==> src/rtl/uart_tx_queue_if.sv <==
// CPU-store and uart transmit handshake bundle for uart_tx_queue.
// The queue attaches as slave; the CPU/uart side drives through master.
interface uart_tx_queue_if #(
    parameter int XLEN = 32
);
    logic            wr_en;
    logic [7:0]      wr_data;
    logic            clr_ovf;
    logic [XLEN-1:0] status;
    logic [7:0]      tx_data;
    logic            tx_data_valid;
    logic            tx_data_ack;
    logic            txe_irq;
    logic            txe_irq_en;

    modport master (
        output wr_en, wr_data, clr_ovf, tx_data_ack, txe_irq_en,
        input  status, tx_data, tx_data_valid, txe_irq
    );

    modport slave (
        input  wr_en, wr_data, clr_ovf, tx_data_ack, txe_irq_en,
        output status, tx_data, tx_data_valid, txe_irq
    );
endinterface

==> src/rtl/uart_tx_queue.sv <==
// Transmit FIFO between CPU byte stores and the uart tx handshake.
// Writes never stall: a push into a full queue is dropped and latched in ovf.
module uart_tx_queue #(
    parameter int DEPTH_LOG2 = 4,
    parameter int XLEN       = 32
) (
    input  logic          clk,
    input  logic          rst,
    uart_tx_queue_if.slave bus
);
    localparam int DEPTH = 1 << DEPTH_LOG2;
    localparam logic [DEPTH_LOG2:0]   CNT_FULL = (DEPTH_LOG2 + 1)'(DEPTH);
    localparam logic [DEPTH_LOG2:0]   CNT_ONE  = (DEPTH_LOG2 + 1)'(1);
    localparam logic [DEPTH_LOG2-1:0] PTR_ONE  = DEPTH_LOG2'(1);

    logic [7:0]            mem_q [DEPTH];
    logic [DEPTH_LOG2-1:0] wr_ptr_q, wr_ptr_d;
    logic [DEPTH_LOG2-1:0] rd_ptr_q, rd_ptr_d;
    logic [DEPTH_LOG2:0]   count_q, count_d;
    logic                  ovf_q, ovf_d;

    logic empty, full, pop, push, drop;
    logic [XLEN-1:0] status_w;

    assign empty = (count_q == '0);
    assign full  = (count_q == CNT_FULL);
    assign pop   = bus.tx_data_ack & ~empty;
    // A pop in the same cycle frees the slot, so a full queue still accepts.
    assign push  = bus.wr_en & (~full | pop);
    assign drop  = bus.wr_en & full & ~pop;

    always_comb begin
        wr_ptr_d = wr_ptr_q;
        rd_ptr_d = rd_ptr_q;
        count_d  = count_q;
        ovf_d    = ovf_q;
        if (push) wr_ptr_d = wr_ptr_q + PTR_ONE;
        if (pop)  rd_ptr_d = rd_ptr_q + PTR_ONE;
        case ({push, pop})
            2'b10:   count_d = count_q + CNT_ONE;
            2'b01:   count_d = count_q - CNT_ONE;
            default: count_d = count_q;
        endcase
        // Set beats clear when a drop and clr_ovf coincide.
        if (drop)             ovf_d = 1'b1;
        else if (bus.clr_ovf) ovf_d = 1'b0;
    end

    always_ff @(posedge clk) begin
        if (rst) begin
            wr_ptr_q <= '0;
            rd_ptr_q <= '0;
            count_q  <= '0;
            ovf_q    <= 1'b0;
        end else begin
            wr_ptr_q <= wr_ptr_d;
            rd_ptr_q <= rd_ptr_d;
            count_q  <= count_d;
            ovf_q    <= ovf_d;
        end
    end

    always_ff @(posedge clk) begin
        if (push) mem_q[wr_ptr_q] <= bus.wr_data;
    end

    always_comb begin
        status_w       = '0;
        status_w[8:0]  = 9'(count_q);
        status_w[16]   = empty;
        status_w[17]   = full;
        status_w[18]   = ovf_q;
    end

    assign bus.status        = status_w;
    assign bus.tx_data       = mem_q[rd_ptr_q];
    assign bus.tx_data_valid = ~empty;
    assign bus.txe_irq       = empty & bus.txe_irq_en;
endmodule

==> src/flat_wrapper.sv <==
// flat-port wrapper written by rule: the top's interface ports become plain ports
module uart_tx_queue_flat 
#(
    parameter int DEPTH_LOG2 = 4,
    parameter int XLEN       = 32
)
  (clk, rst, bus_wr_en, bus_wr_data, bus_clr_ovf, bus_tx_data_ack, bus_txe_irq_en, bus_status, bus_tx_data, bus_tx_data_valid, bus_txe_irq);
  uart_tx_queue_if #(.XLEN(XLEN)) bus_i ();
  input  logic clk;
  input  logic rst;
  input wire logic [$bits(bus_i.wr_en)-1:0] bus_wr_en;
  input wire logic [$bits(bus_i.wr_data)-1:0] bus_wr_data;
  input wire logic [$bits(bus_i.clr_ovf)-1:0] bus_clr_ovf;
  input wire logic [$bits(bus_i.tx_data_ack)-1:0] bus_tx_data_ack;
  input wire logic [$bits(bus_i.txe_irq_en)-1:0] bus_txe_irq_en;
  output wire logic [$bits(bus_i.status)-1:0] bus_status;
  output wire logic [$bits(bus_i.tx_data)-1:0] bus_tx_data;
  output wire logic [$bits(bus_i.tx_data_valid)-1:0] bus_tx_data_valid;
  output wire logic [$bits(bus_i.txe_irq)-1:0] bus_txe_irq;
  assign bus_i.wr_en = bus_wr_en;
  assign bus_i.wr_data = bus_wr_data;
  assign bus_i.clr_ovf = bus_clr_ovf;
  assign bus_i.tx_data_ack = bus_tx_data_ack;
  assign bus_i.txe_irq_en = bus_txe_irq_en;
  assign bus_status = bus_i.status;
  assign bus_tx_data = bus_i.tx_data;
  assign bus_tx_data_valid = bus_i.tx_data_valid;
  assign bus_txe_irq = bus_i.txe_irq;
  uart_tx_queue #(.DEPTH_LOG2(DEPTH_LOG2), .XLEN(XLEN)) u_core (.clk(clk), .rst(rst), .bus(bus_i));
endmodule
==> config.mk <==
export PLATFORM = sky130hd
export DESIGN_NAME = uart_tx_queue_flat
export DESIGN_NICKNAME = d
export VERILOG_FILES = /design/src/rtl/uart_tx_queue_if.sv /design/src/rtl/uart_tx_queue.sv /design/src/flat_wrapper.sv
export SDC_FILE = /design/constraint.sdc
export NUM_CORES = 1
export LEC_CHECK = 0
export CORE_ASPECT_RATIO = 0.5
export CORE_UTILIZATION = 59
export CTS_BUF_LIST = sky130_fd_sc_hd__clkbuf_4
export CTS_CLUSTER_SIZE = 20
export DETAILED_ROUTE_END_ITERATION = 10
export PLACE_DENSITY = 0.82
export SYNTH_ARGS = -nofsm -noshare
export SYNTH_HDL_FRONTEND = slang
export SYNTH_SLANG_ARGS = --single-unit
export TNS_END_PERCENT = 20
==> constraint.sdc <==
create_clock -name clk -period 3 [get_ports clk]
set_clock_uncertainty 0.15 [all_clocks]
set_input_delay 0.45 -clock clk [delete_from_list [all_inputs] [get_ports clk]]
set_output_delay 0.45 -clock clk [all_outputs]
set_load 0.05 [all_outputs]
==> results.cfg <==
[clock_tree]
insertion_delay_ns = 0.55
cts_sinks = 146
cts.path.max_buffers = 2
clk_pin_slew_ns = 0.12
cts_buffers = 17
cts-root-buf = clkbuf_4
htree_levels = 4
cts_tree = yes

[pwr]
clkPwrFrac_pct = 23.4
sequentialPowerShare_pct = 45.4
p_int_w = 0.00348
power.share.combinational_pct = 31.2
p_sw_share_pct = 33.6
power_switching_w = 0.00176
ir_drop_mv = 0.583
powerDensity_nw_per_um2 = 776
p_leak_nw = 2.23

[die]
dieArea_um2 = 10700
die_w_um = 146
start_util_pct = 62.5
core_um2 = 9730
die_y_um = 73.8
fp-row-count = 25
pin_count = 56

[synth]
synth_largest_area_cell = edfxtp_1
yosysSeqAreaShare_pct = 69.2
synth_cells = 332
yosysWarnings = 0
synthDominantCellAreaShare_pct = 63.2
synth_edf_count = 128
yosys-top-cells-area = edfxtp_1 63%, mux4_2 15%, dfxtp_1 5.9%
synth_cell_types = 39
synth.avg_cell_area_um2 = 18.3
ys.flop_type = edfxtp_1
syn_area_um2 = 6080
synthArstFlopShare_pct = 0
synth_seq_cells = 146

[placement]
placed_cells = 480
numPortBuffers = 31
gpl.final_weighted_congestion = 0.806
pre_cts_slack_ns = 0.257
hpwl_mm = 7.86

[routing]
drc_errors = 0
wire_per_inst_um = 24.6
via_per_inst = 6.19
drtIter0Drc = 336
routed_wl_mm = 12.6
vias = 3183
firstDrtPassIters = 5
final_antenna_net_count = 0

[grt]
grt_pass1_wl_mm = 18.6
grtUsageTotal_pct = 25.7
grt_pass1_vias = 3121
grt_remaining_overflow = 0
grt_max_degree = 33
antenna_found_initial = 0

[critical_path]
critical_path_class = reg -> out
cp_slowest_stage_delay_ns = 0.53
path_max_fanout = 16
crit_slowest_cell = mux4_2
critPathRequiredTime_ns = 2.40
cp_top_family = multiplexers
crit_arrival_ns = 2.41
path_buf_inv = 2
worstSetupEndpointType = primary output
cp_common_cell = mux4_2
critPathLaunchType = flip-flop
path_cells = buf_16 -> mux4_2 -> mux4_2 -> buf_6

[timing]
finalMaxSlewViolations = 0
holdWs_ns = 0.393
rsz0062_at_grt = true
fin_crit_sh_pct = 100
relSlewSlack_pct = 51.0
hold_viol_final = 0
setup_viol = 6
max_freq_mhz = 332
tightestPinTransition_ns = 0.733
setup_ws_ns = -0.0147
period_needed_ns = 3.01

[cells_and_area]
fin_util_pct = 69.3
area_growth_pct = 11.0
fin_cells = 514
final_common_cell = edfxtp_1
drive_gt1_share_pct = 24.3
antenna_cells = 0
nNetsFinal = 386
final_cell_mix = 128 x edfxtp_1, 40 x mux4_2, 24 x conb_1

[run_status]
failed_checks = negative setup slack
status = complete, but fails checks

[hold_path]
worst_hold_path_type = reg -> reg

[flow_run]
maxCapViolCount = 0
## path summary, 6_finish.rpt
kind | startpoint | end | slack, ns | cells past startpoint
min reg2reg | u_core.rd_ptr_q[1] | flip-flop | 0.39 | 2
min | u_core.rd_ptr_q[1] | flip-flop | 0.39 | 2
max reg2reg | u_core.count_q[3] | u_core.mem_q[13][0] | 0.49 | 4
max | flip-flop | bus_tx_data[7] | -0.01 | 4
## worst min-delay path, stage by stage (launching register included)
cell and delay [ns]:
dfxtp_1 0.35, nand2_1 0.07, a21oi_1 0.08
## routing by layer
| metal | vias up | global-route usage, % | share of wire [%] |
|---|---|---|---|
| li1 | 1332 | - | - |
| met1 | 1619 | 34.8 | 41 |
| met2 | 211 | 41.1 | 47 |
| met3 | 21 | 7.45 | 9.9 |
| met4 | 0 | 8.30 | 1.9 |
| met5 | - | 0 | 0 |
## logic make-up (layout without fill, tap and decap cells)
logic type               count (synthesis)  count (layout)  synth area share (%)
AO/OA/AOI/OAI                           21              21                  2.68
XOR/XNOR                                 6               6                 0.865
adder cells (fa/ha/maj)                  6               6                  1.24
buffers and inverters                   47              71                  4.84
flip-flops                             146             146                  69.2
multiplexers                            44              44                  15.5
other                                    1              24                0.0617
AND/OR/NAND/NOR                         61              61                  5.62
## Yosys cell counts (2+ instances only)
master and n:
a22oi_1 2, dfxtp_1 18, and2_1 11, a21o_1 2, o211ai_1 4, or4_1 2, buf_1 6, inv_1 3
nand4_1 2, buf_4 30, nand3_1 3, clkbuf_1 4, ha_1 6, and3_1 10, a21oi_1 5, mux2i_1 2
nand2_1 4, nand2b_1 3, nor2_1 16, o21ai_4 2, nor2b_1 6, xor2_1 5, buf_2 4, edfxtp_1 128
mux4_2 40
## what timing repair did
action | 4_1_cts | 5_1_grt
setup buffers | 0 | 0
hold buffers | 0 | 0
gates resized for setup | 13 | 4
cloned | 1 | 1
endpoints found under the setup margin | 11 | 9
## through the flow
stage / power, W / setup TNS [ns] / area (µm²)
floorplan: 0.00358 / 0 / 6160
global placement: 0.00388 / 0 / 6370
detailed placement: 0.00392 / 0 / 6370
CTS: 0.00518 / -0.395 / 6710
global route: 0.00540 / -0.524 / 6740
finish: 0.00523 / -0.0389 / 6740
## area by class of cell
class / count / area, µm²
flip-flops and latches: 146 / 4210
well taps: 135 / 169
fillers: 575 / 2980
inverters: 3 / 11.3
clock buffers: 19 / 143
repair buffers: 36 / 402
clock inverters: 13 / 138
multi-input cells: 162 / 1670
## sequential cells by signal, indices dropped and copies added, names as in the netlist, named ones only
signal / flops
u_core.mem_q: 128
u_core.count_q: 5
u_core.rd_ptr_q: 4
u_core.wr_ptr_q: 4
u_core.ovf_q: 1
## power groups by stage
stage	logic [W]	clock network, W	registers (W)
global placement	0.00149	0	0.00238
finish	0.00164	0.00122	0.00237
global route	0.00172	0.00129	0.00239
CTS	0.00160	0.00122	0.00236
detailed placement	0.00153	0	0.00239
floorplan	0.00116	0	0.00242
Power figures use the tool's default switching activity.
